File: src/rtl/my_pkg.sv
// Shared bus widths and the request/response payload type.
package my_pkg;

  localparam int unsigned DATA_WIDTH = 32;
  localparam int unsigned ADDR_WIDTH = 16;

  // For requests ready is the op flag (1 = write); for responses it is the status (1 = OK).
  typedef struct packed {
    logic [DATA_WIDTH-1:0] data;
    logic [ADDR_WIDTH-1:0] addr;
    logic                  valid;
    logic                  ready;
  } bus_transaction_t;

endpackage

File: src/rtl/bus_txn_responder.sv
// Single-outstanding bus responder in front of a small register file.
// Flow: IDLE captures a request, ACCESS decodes it and touches the register
// file for one cycle, RESP holds the response until the initiator takes it.
module bus_txn_responder
  import my_pkg::*;
#(
  parameter int unsigned NUM_REGS  = 16,
  parameter int unsigned TXN_CNT_W = 8
) (
  input  logic                  clk,
  input  logic                  rst_n,
  input  bus_transaction_t      req_in,
  output logic                  req_accept,
  output bus_transaction_t      rsp_out,
  input  logic                  rsp_taken,
  output logic [TXN_CNT_W-1:0]  txn_count
);

  localparam int unsigned IDX_W = (NUM_REGS > 1) ? $clog2(NUM_REGS) : 1;

  typedef enum logic [1:0] {
    IDLE   = 2'd0,
    ACCESS = 2'd1,
    RESP   = 2'd2
  } state_t;

  state_t                 state;
  logic [DATA_WIDTH-1:0]  req_data;
  logic [ADDR_WIDTH-1:0]  req_addr;
  logic                   req_wr;
  logic [DATA_WIDTH-1:0]  regs [NUM_REGS];

  logic [IDX_W-1:0]       idx;
  logic                   hit;

  // Decode of the captured request: low bits index, any higher bit set is a miss.
  assign idx = req_addr[IDX_W-1:0];
  assign hit = (req_addr >> IDX_W) == '0;

  // Transaction FSM, register file and registered outputs.
  always_ff @(posedge clk or negedge rst_n) begin
    if (!rst_n) begin
      state      <= IDLE;
      req_data   <= '0;
      req_addr   <= '0;
      req_wr     <= 1'b0;
      req_accept <= 1'b0;
      rsp_out    <= '0;
      txn_count  <= '0;
      for (int i = 0; i < int'(NUM_REGS); i++) begin
        regs[i] <= '0;
      end
    end else begin
      req_accept <= 1'b0;
      case (state)
        IDLE: begin
          if (req_in.valid) begin
            req_data   <= req_in.data;
            req_addr   <= req_in.addr;
            req_wr     <= req_in.ready;
            req_accept <= 1'b1;
            state      <= ACCESS;
          end
        end
        ACCESS: begin
          // Writes return the written data directly, so no read-after-write hazard exists.
          if (hit && req_wr) begin
            regs[idx] <= req_data;
          end
          if (!hit) begin
            rsp_out.data <= '0;
          end else if (req_wr) begin
            rsp_out.data <= req_data;
          end else begin
            rsp_out.data <= regs[idx];
          end
          rsp_out.addr  <= req_addr;
          rsp_out.valid <= 1'b1;
          rsp_out.ready <= hit;
          state         <= RESP;
        end
        RESP: begin
          if (rsp_taken) begin
            rsp_out.valid <= 1'b0;
            txn_count     <= txn_count + TXN_CNT_W'(1);
            state         <= IDLE;
          end
        end
        default: begin
          state <= IDLE;
        end
      endcase
    end
  end

endmodule

File: config.mk
export PLATFORM = sky130hd
export DESIGN_NAME = bus_txn_responder
export DESIGN_NICKNAME = d
export VERILOG_FILES = /design/src/rtl/my_pkg.sv /design/src/rtl/bus_txn_responder.sv
export SDC_FILE = /design/constraint.sdc
export NUM_CORES = 1
export LEC_CHECK = 0
export BUFFER_PORTS_ARGS = -buffer_cell sky130_fd_sc_hd__buf_2
export CAP_MARGIN = 5
export CORE_MARGIN = 1
export CORE_UTILIZATION = 55
export CTS_CLUSTER_DIAMETER = 120
export DETAILED_ROUTE_END_ITERATION = 8
export PLACE_DENSITY = 0.72
export SKIP_CTS_REPAIR_TIMING = 1
export SYNTH_ARGS = -nofsm -noshare
export SYNTH_HDL_FRONTEND = slang
export SYNTH_SLANG_ARGS = --single-unit
File: constraint.sdc
create_clock -name clk -period 4.4 [get_ports clk]
set_input_delay 0.44 -clock clk [delete_from_list [all_inputs] [get_ports clk]]
set_output_delay 0.44 -clock clk [all_outputs]
set_load 0.005 [all_outputs]
======== After elaboration in Yosys (flattened, before gate mapping) ========
Index checks and enable logic that the tools add are counted.
storage, ports and cells
  input bits .............................. 53
  ROM bits ................................ 0
  latch bits .............................. 0
  memories kept ........................... 0
  output and inout bits ................... 59
  logic and storage cells ................. 59
  memory bits (writable) .................. 0
  register bits ........................... 622
cells by class
  shifts and indexed selects .............. 0
  add/sub/neg operators ................... 1
  order comparisons ....................... 2
  bitwise gates (word level) .............. 1
  $mul .................................... 0
  div/mod/pow operators ................... 0
  reduce and logical (&&, ||, !) cells .... 10
  equal/unequal tests ..................... 4
  muxes and demuxes ....................... 15
operators by type and width
  kind                   count
  $bwmux W512            1
  $mux W32               5
  $bmux W32 S4           1
  $demux W32 S4          1
  $logic_not A16 Y1      1
  $reduce_and A2 Y1      5
  $add A8 B1 Y8 const B  1
  $pmux W2 S3            1
  $ge A5 B5 Y1 const B   1
  $lt A5 B1 Y1 const B   1
  $not A4 Y5             1
  $mux W2                2
  $ne A2 B2 Y1 const B   2
  $mux W1                3
  $eq A2 B1 Y1 const B   1
  $eq A2 B2 Y1 const B   1
  $logic_and A1 B1 Y1    2
  $logic_not A2 Y1       1
  $pmux W1 S2            1
  $reduce_bool A2 Y1     1

======== Longest topological paths before layout ========
Gate-level depths: netlist of run 1.
  depth after elaboration ................. 6
  mapped depth ............................ 8
  mapped depth without buffers ............ 5

======== Least setup slack after synthesis of run 1 ========
OpenSTA, ideal clock, no wires.
  kind .................................... register to register
  from .................................... register req_addr[12]
  to ...................................... register regs[481] (netlist name)
  setup slack ............................. 1.710 ns
  period minus slack after synthesis ...... 2.690 ns
  data required time ...................... 4.275 ns
  setup time .............................. 0.125 ns
  data arrival time ....................... 2.565 ns
  stages on the path, launching flop included .. 8
  path buffers ............................ 3
  path through ............................ dfrtp_1 > or4_1 > or4_1 > buf_2 > or4_1 > buf_2 > buf_6 > mux2_4
between the ends
  cells in the longest elaborated chain, start to end .. 3
RTL lines
  what                                RTL line                 text
  start, declared                     bus_txn_responder.sv:29  logic [ADDR_WIDTH-1:0] req_addr;
  start signal, assigned              bus_txn_responder.sv:59  req_addr <= req_in.addr;
  $logic_not A16 Y1                   bus_txn_responder.sv:38  assign hit = (req_addr >> IDX_W) == '0;
  $logic_and A1 B1 Y1                 bus_txn_responder.sv:67  if (hit && req_wr) begin
  $reduce_and A2 Y1 (no source line)  --
  end signal, assigned by index       bus_txn_responder.sv:68  regs[idx] <= req_data;
  end, declared                       bus_txn_responder.sv:31  logic [DATA_WIDTH-1:0] regs [NUM_REGS];
Every way passes these cells.
A chain may end at the register's enable or synchronous reset.

======== Worst setup path after layout of run 1 ========
  from .................................... register req_addr[12]
  to ...................................... register regs[456] (netlist name)
The elaborated chain is that of the path after synthesis.

==> impl_metrics.yaml, run 1 <==
status:
  outcome: "finished, final reports clean"
cells_and_area:
  nNetsFinal: 2023
  drive_above_1_share_pct: 45.9
  fin_cells: 2682
  layout_commonest_cell: "dfrtp_1"
  layout_common_cells: "dfrtp_1, mux2_2, mux2i_1"
  diodes: 0
  area_delta_synth_final_pct: 13.0
grt:
  grt_max_degree: 128
  antenna_found_initial: 0
  grt_pass1_vias: 17619
  overflow: 0
  grt_first_pass_wirelength_um: 107000
  track_usage_pct: 27.8
logic_synthesis:
  syn-cell-area_um2: 27700
  synth_cell_types: 37
  syn_nets: 1951
  synth_edf_count: 0
  seq_area_frac_synth_pct: 56.2
  syn_area_per_cell_um2: 14.6
  synthFlopType: "dfrtp_1"
  synthArstFlopShare_pct: 100
  ys_warn_count: 0
  synth_seq_cells: 622
  syn_inst: 1897
timing:
  finalMaxSlewViolations: 0
  tightest_slew_ns: 1.26
  final-hold-violation-count: 0
  tns_ns: 0
  max_slew_margin_pct: 15.9
  rsz0062_at_grt: "no"
  min_period_ns: 3.29
  fin_worst_skew_ns: 0.0257
  finalCritPeriodShare_pct: 74.9
  fmax_ghz: 0.304
  setup_viol: 0
routing:
  ant_nets: 0
  route.detailed.drc: 0
  wl_per_cell_um: 25.2
  drtIter0Drc: 1176
  vias_per_cell: 6.21
  drt_pre_antenna_iters: 5
  route.vias.total: 16655
  drt-total-wl_um: 67700
run:
  maxCapViolCount: 0
placement:
  port_buffers: 111
  dp_cells: 2563
  globalplace.congestion: 0.773
  dp_hpwl_um: 40100
critical_path:
  endpoint_kind: "flop"
  start_kind: "flop"
  worstPathMaxFanout: 32
  r2r-start: "req_addr[12]$_DFFE_PN0P_"
  reg2reg_to: "regs[456]$_DFFE_PN0P_"
  rr_worst_depth: 4
  cp.required_ns: 4.88
  critical_path_class: "flop to flop"
  rrSetupSlack_ns: 1.11
  arrival_ns: 3.77
cts:
  cts_tree: "built"
  clockBufferDepth: 3
  cts.sinks: 622
  cts_max_level: 3
  root_buffer: "clkbuf_16"
  clock_latency_ns: 0.60
  numCtsBuffers: 67
  clk_pin_slew_ns: 0.06
worst_hold_path:
  hp-start: "req_in[2]"
  hold_path_depth: 3
  worstHoldPathType: "primary input to flop"
  hold-path-endpoint: "req_addr[0]$_DFFE_PN0P_"
floorplan:
  floorplan.initialDensity_pct: 56.2
  design.core.area_um2: 49400
  io_pins: 112
  dieArea_um2: 51300
  dieWidth_um: 226
  rows: 81
  dieHeight_um: 226
power_and_ir_drop:
  fin_total_pwr_mw: 16.3
  ir_worst_vdd_mv: 0.368
  p_per_area_nw_per_um2: 520
  p_leak_nw: 15.0
-- worst max path at each step --
stage / start / end / slack [ns]
after floorplan: req_addr[12]$_DFFE_PN0P_ / regs[481]$_DFFE_PN0P_ / 1.71
after global placement: req_addr[12]$_DFFE_PN0P_ / regs[456]$_DFFE_PN0P_ / 1.16
after detailed placement: req_addr[12]$_DFFE_PN0P_ / regs[456]$_DFFE_PN0P_ / 1.12
after CTS: req_addr[12]$_DFFE_PN0P_ / regs[456]$_DFFE_PN0P_ / 1.11
after global routing: req_addr[12]$_DFFE_PN0P_ / regs[365]$_DFFE_PN0P_ / 1.03
final: req_addr[12]$_DFFE_PN0P_ / regs[456]$_DFFE_PN0P_ / 1.11
-- Yosys cell counts (all sizes together), types with 17 or more instances --
cell type / n / area [um2]
a211oi: 17 / 128
a221oi: 32 / 280
a22oi: 32 / 240
a31oi: 32 / 200
buf: 67 / 333
clkbuf: 97 / 364
dfrtp: 622 / 15600
mux2: 574 / 6580
mux2i: 128 / 1280
mux4: 64 / 1440
nand2: 40 / 150
nand2b: 36 / 225
nor2: 19 / 71.3
nor3: 25 / 125
o21ai: 37 / 185
o22ai: 17 / 106
-- critical path, stage by stage, from the launching register on --
cell and delay, ns:
dfrtp_1 0.40, or4_1 0.59, or4_1 0.69, or3_2 1.00
mux2_1 0.49
-- cell families after synthesis --
logic type,count (synthesis),share of synthesized area (%)
DFF,622,56.2
muxes,766,33.6
adders and majority gates,1,0.0451
xor gates and xnor gates,7,0.221
AOI/OAI and AO/OA,183,4.61
buffers and inverters,167,2.56
and+or+nand+nor,151,2.86
-- sequential cells by signal, indices dropped and copies added (netlist names) --
| name | flops |
|---|---|
| req_data | 32 |
| req_accept | 1 |
| req_wr | 1 |
| regs | 512 |
| txn_count | 8 |
| rsp_out | 50 |
| state | 2 |
| req_addr | 16 |
-- per-stage QoR --
step	instance area, um2	hold WS [ns]	setup slack, ns	util (%)
4_1_cts	31300	-0.0985	1.11	63.4
5_1_grt	31300	0.0452	1.03	63.5
2_1_floorplan	27700	0.144	1.71	-
3_5_place_dp	29000	0.470	1.12	58.8
6_report	31300	0.0474	1.11	63.5
3_3_place_gp	29000	0.457	1.16	58.8
-- area by class of cell --
type | count | area [um2]
sequential | 622 | 15600
inverter | 3 | 11.3
fill | 3613 | 18000
multi-input combinational | 1108 | 11600
tap | 664 | 831
timing repair buffer | 167 | 1050
clock buffer | 99 | 2010
clock inverter | 19 | 280
-- power by group --
group | switching, mW | total, mW | leakage, nW | internal [mW]
sequential | 1.06 | 7.12 | 8.53 | 6.06
clock | 2.26 | 5.84 | 1.13 | 3.57
combinational | 2.02 | 3.31 | 5.33 | 1.29
-- routing by layer --
metal | part of all wire (%) | track usage (%)
met1 | 43 | 37.6
met2 | 50 | 45.9
met3 | 4.2 | 4.48
met4 | 2.8 | 9.09
met5 | 0 | 0
Power figures use the tool's default switching activity.
==> run 2, diff against run 1 <==
Settings changed: PLACE_DENSITY 0.72 to 0.75.
Clock period 4.4 ns to 3 ns, I/O delays scaled along.
==> impl_metrics.yaml, run 2 (synthesis results as in run 1) <==
critical_path:
  reg2reg_to: "regs[509]$_DFFE_PN0P_"
  start_kind: "flop"
  cp.required_ns: 3.46
  rrSetupSlack_ns: 0.07
  worstPathMaxFanout: 14
  r2r-start: "req_addr[12]$_DFFE_PN0P_"
  endpoint_kind: "flop"
  rr_worst_depth: 5
  critical_path_class: "flop to flop"
  arrival_ns: 3.39
placement:
  port_buffers: 111
  dp_hpwl_um: 41600
  globalplace.congestion: 0.819
  post_dp_cell_area_um2: 29500
cts:
  cts_tree: "built"
  cts.sinks: 622
  numCtsBuffers: 66
  cts_max_level: 3
  clk_pin_slew_ns: 0.06
  root_buffer: "clkbuf_16"
  clockBufferDepth: 3
  clock_latency_ns: 0.59
run:
  maxCapViolCount: 0
cells_and_area:
  largest_register_ffs: 512
  fillers: 3483
  regArea_um2: 15600
  multi_input_area_um2: 11600
  layout_commonest_cell: "dfrtp_1"
  final_core_util_pct: 65.5
  drive_above_1_share_pct: 45.6
  regMostFlops: "regs"
  area_delta_synth_final_pct: 16.6
  reg.largest.list: "regs x512, rsp_out x50, req_data x32"
  nNetsFinal: 2107
  diodes: 0
  layout_common_cells: "dfrtp_1, mux2_2, mux2i_1"
  final_area_um2: 32300
grt:
  grt_use_met1_pct: 38.2
  grt_first_pass_wirelength_um: 107000
  grt_busiest_layer: "met2"
  antenna_found_initial: 0
  overflow: 0
  grtUsageMet3_pct: 4.79
  grt_max_degree: 115
  grt_pass1_vias: 17952
  track_usage_pct: 27.9
  use_met2_pct: 44.8
timing:
  max_slew_margin_pct: 27.5
  final-hold-violation-count: 0
  setup_viol: 0
  holdWs_ns: 0.245
  tightest_slew_ns: 1.08
  fin_worst_skew_ns: 0.0212
  rsz0062_at_grt: "no"
  tns_ns: 0
  min_period_ns: 2.93
  fmax_ghz: 0.341
  finalCritPeriodShare_pct: 97.7
  finalMaxSlewViolations: 0
floorplan:
  dieHeight_um: 226
  io_pins: 112
  dieArea_um2: 51300
  dieWidth_um: 226
  rows: 81
  design.core.area_um2: 49400
  floorplan.initialDensity_pct: 56.2
routing:
  drt-total-wl_um: 68900
  route.vias.total: 17243
  drt_pre_antenna_iters: 7
  vias_per_cell: 6.23
  drtIter0Drc: 1278
  ant_nets: 0
  wl_per_cell_um: 24.9
  route.detailed.drc: 0
status:
  outcome: "finished, final reports clean"
power_and_ir_drop:
  p_leak_nw: 15.4
  p_per_area_nw_per_um2: 749
  ir_worst_vdd_mv: 0.577
worst_hold_path:
  worstHoldPathType: "primary input to async pin"
run 2: cell type report:
class                   instances  area share, %
clock buffers                 100           6.27
clock inverters                18          0.917
inverters                       3         0.0348
multi-input cells            1108           35.7
flip-flops and latches        622           48.2
well taps                     664           2.57
repair buffers                252           6.29
run 2: worst max-delay path by stage:
stage | start | to | cells past startpoint
6_report | req_addr[12]$_DFFE_PN0P_ | regs[509]$_DFFE_PN0P_ | 5
5_1_grt | req_addr[12]$_DFFE_PN0P_ | regs[68]$_DFFE_PN0P_ | 7
4_1_cts | req_addr[12]$_DFFE_PN0P_ | regs[509]$_DFFE_PN0P_ | 5
3_5_place_dp | req_addr[12]$_DFFE_PN0P_ | regs[483]$_DFFE_PN0P_ | 5
3_3_place_gp | req_addr[12]$_DFFE_PN0P_ | regs[507]$_DFFE_PN0P_ | 5
2_1_floorplan | req_addr[12]$_DFFE_PN0P_ | regs[481]$_DFFE_PN0P_ | 7
run 2: power breakdown:
part           internal (mW)  total, mW  switching, mW
clock                   5.35       8.64           3.29
sequential              8.89       10.5           1.57
combinational           2.11       5.13           3.02
total                   16.3       24.2           7.88
run 2: per-layer routing:
metal  share of wire [%]  up-vias
met4                 3.4        0
met1                  43     9321
li1                    -     7334
met5                   0        -
met2                  49      459
met3                 4.9      129
run 2: worst max-delay path: stages, from the launching register on:
cell     delay (ns)
dfrtp_1        0.39
or4_1          0.57
or4_4          0.54
or4_2          0.69
buf_4          0.26
mux2_4         0.33
run 2: metrics by stage:
stage / total power, mW / std cells / setup WS, ns
finish: 24.2 / 2767 / 0.0694
global route: 25.1 / 2767 / 0.0329
CTS: 24.3 / 2715 / 0.0110
detailed placement: 15.6 / 2597 / 0.0520
global placement: 15.5 / 2597 / 0.0646
floorplan: 13.2 / 1897 / 0.310
==> run 3, diff against run 2 <==
Settings changed: BUFFER_PORTS_ARGS -buffer_cell sky130_fd_sc_hd__buf_2 to -buffer_cell sky130_fd_sc_hd__buf_4, SETUP_SLACK_MARGIN set to 0.3.
==> impl_metrics.yaml, run 3 (synthesis results as in run 1) <==
status:
  outcome: "finished, final reports clean"
critical_path:
  crit_chain: "or4_4 -> buf_6 -> or4_4 -> buf_12 -> nor4_4 -> buf_6 -> buf_12 -> mux2_2"
  startpoint: "req_addr[8]$_DFFE_PN0P_"
  reg2reg_to: "regs[186]$_DFFE_PN0P_"
  critical_path_class: "flop to flop"
  worstPathMaxFanout: 10
  arrival_ns: 3.33
  r2r-start: "req_addr[8]$_DFFE_PN0P_"
  cp.required_ns: 3.49
  slowest_stage: "or4_4"
  cpPeakStageDelay_ns: 0.56
  crit_family: "simple AND/OR/NAND/NOR gates"
  endpoint_kind: "flop"
  rr_worst_depth: 8
  start_kind: "flop"
  path_buf_inv: 4
  crit_end: "regs[186]$_DFFE_PN0P_"
  path_depth: 8
  rrSetupSlack_ns: 0.16
routing:
  drt-met1-wl_um: 31000
  ant_nets: 0
  route.detailed.drc: 0
  vias_per_cell: 6.24
  drt-total-wl_um: 74400
  wl_met3_um: 4330
  drt_pre_antenna_iters: 5
  wl_per_cell_um: 26.6
  route.vias.total: 17420
  dr_wl_met2_um: 35900
  drtIter0Drc: 1398
  routed.top_layer: "met4"
grt:
  grt_max_degree: 82
  antenna_found_initial: 1
  grt_pass1_vias: 17764
  grt_first_pass_wirelength_um: 107000
  track_usage_pct: 27.9
  overflow: 0
timing:
  rsz0062_at_grt: "yes"
  tns_ns: 0
  setup_ws_ns: 0.157
  finalCritPeriodShare_pct: 94.8
  tightest_slew_ns: 0.974
  fin_worst_skew_ns: 0.0177
  final-hold-violation-count: 0
  setup_viol: 0
  holdWs_ns: 0.316
  fmax_ghz: 0.352
  finalMaxSlewViolations: 0
  min_period_ns: 2.84
  max_slew_margin_pct: 35.1
floorplan:
  dieHeight_um: 226
  floorplan.initialDensity_pct: 56.2
  dieArea_um2: 51300
  dieWidth_um: 226
  rows: 81
  design.core.area_um2: 49400
  io_pins: 112
power_and_ir_drop:
  p_seq_share_pct: 44.1
  ir_worst_vdd_mv: 0.588
  internal_power_mw: 15.9
  pwr-share-clk_pct: 33.8
  p_per_area_nw_per_um2: 716
  net-switching-power_mw: 8.07
  switching_share_pct: 33.7
  p_leak_nw: 15.8
  comb_power_share_pct: 22.1
worst_hold_path:
  worstHoldPathType: "primary input to async pin"
cells_and_area:
  layout_common_cells: "dfrtp_1, mux2_2, buf_4"
  regMostFlops: "regs"
  largest_register_ffs: 512
  diodes: 0
  reg.largest.list: "regs x512, rsp_out x50, req_data x32"
  drive_above_1_share_pct: 46.2
  area_delta_synth_final_pct: 20.5
  nNetsFinal: 2130
  layout_commonest_cell: "dfrtp_1"
placement:
  port_buffers: 111
  dp_hpwl_um: 41900
  globalplace.congestion: 0.799
  place_ws_ns: 0.0612
cts:
  cts_max_level: 3
  clockBufferDepth: 3
  clk_pin_slew_ns: 0.06
  cts.sinks: 622
  cts_tree: "built"
  clock_latency_ns: 0.61
  numCtsBuffers: 67
  root_buffer: "clkbuf_16"
run:
  maxCapViolCount: 0
[run 3: cell type report]
cell class | instances | area (um2)
Fill cell | 3350 | 15900
Sequential cell | 622 | 15600
Inverter | 3 | 11.3
Timing Repair Buffer | 274 | 2940
Tap cell | 664 | 831
Clock buffer | 105 | 1980
Clock inverter | 17 | 170
Multi-Input combinational cell | 1108 | 11900
[run 3: how the worst min path moves through the flow]
stage | from | end | slack (ns) | cells after the start
2_1_floorplan | rst_n | regs[0]$_DFFE_PN0P_ | 0.004 | 0
3_3_place_gp | rst_n | regs[137]$_DFFE_PN0P_ | 0.35 | 1
3_5_place_dp | rst_n | regs[169]$_DFFE_PN0P_ | 0.35 | 1
4_1_cts | rst_n | regs[169]$_DFFE_PN0P_ | -0.28 | 1
5_1_grt | rst_n | regs[392]$_DFFE_PN0P_ | 0.35 | 2
6_report | rst_n | regs[169]$_DFFE_PN0P_ | 0.32 | 2
[run 3: worst reg2reg max path, delay by kind of cell, from the launching register on]
kind / cells / cell delay (ns)
and+or+nand+nor: 3 / 1.33
DFF: 1 / 0.39
muxes: 1 / 0.35
buffers and inverters: 4 / 0.67
[run 3: power groups by stage]
stage / Sequential (mW) / Combinational (mW) / Clock [mW]
3_3_place_gp: 10.5 / 5.05 / 0
6_report: 10.5 / 5.29 / 8.09
3_5_place_dp: 10.6 / 5.12 / 0
5_1_grt: 10.7 / 5.59 / 8.53
2_1_floorplan: 9.50 / 3.66 / 0
4_1_cts: 10.5 / 5.15 / 8.22
[run 3: metrics by stage]
stage / power (mW) / std cells / utilization (%) / instance area (um2)
final: 23.9 / 2793 / 67.7 / 33400
after global routing: 24.8 / 2793 / 67.7 / 33400
after CTS: 23.8 / 2714 / 64.7 / 31900
after detailed placement: 15.7 / 2592 / 60.3 / 29800
after global placement: 15.6 / 2592 / 60.3 / 29800
after floorplan: 13.2 / 1897 / - / 27700
[run 3: metal layers]
layer	up-vias	GRT usage, %
met5	-	0
met2	560	45.4
li1	7394	-
met3	160	3.81
met4	0	10.3
met1	9306	38.4
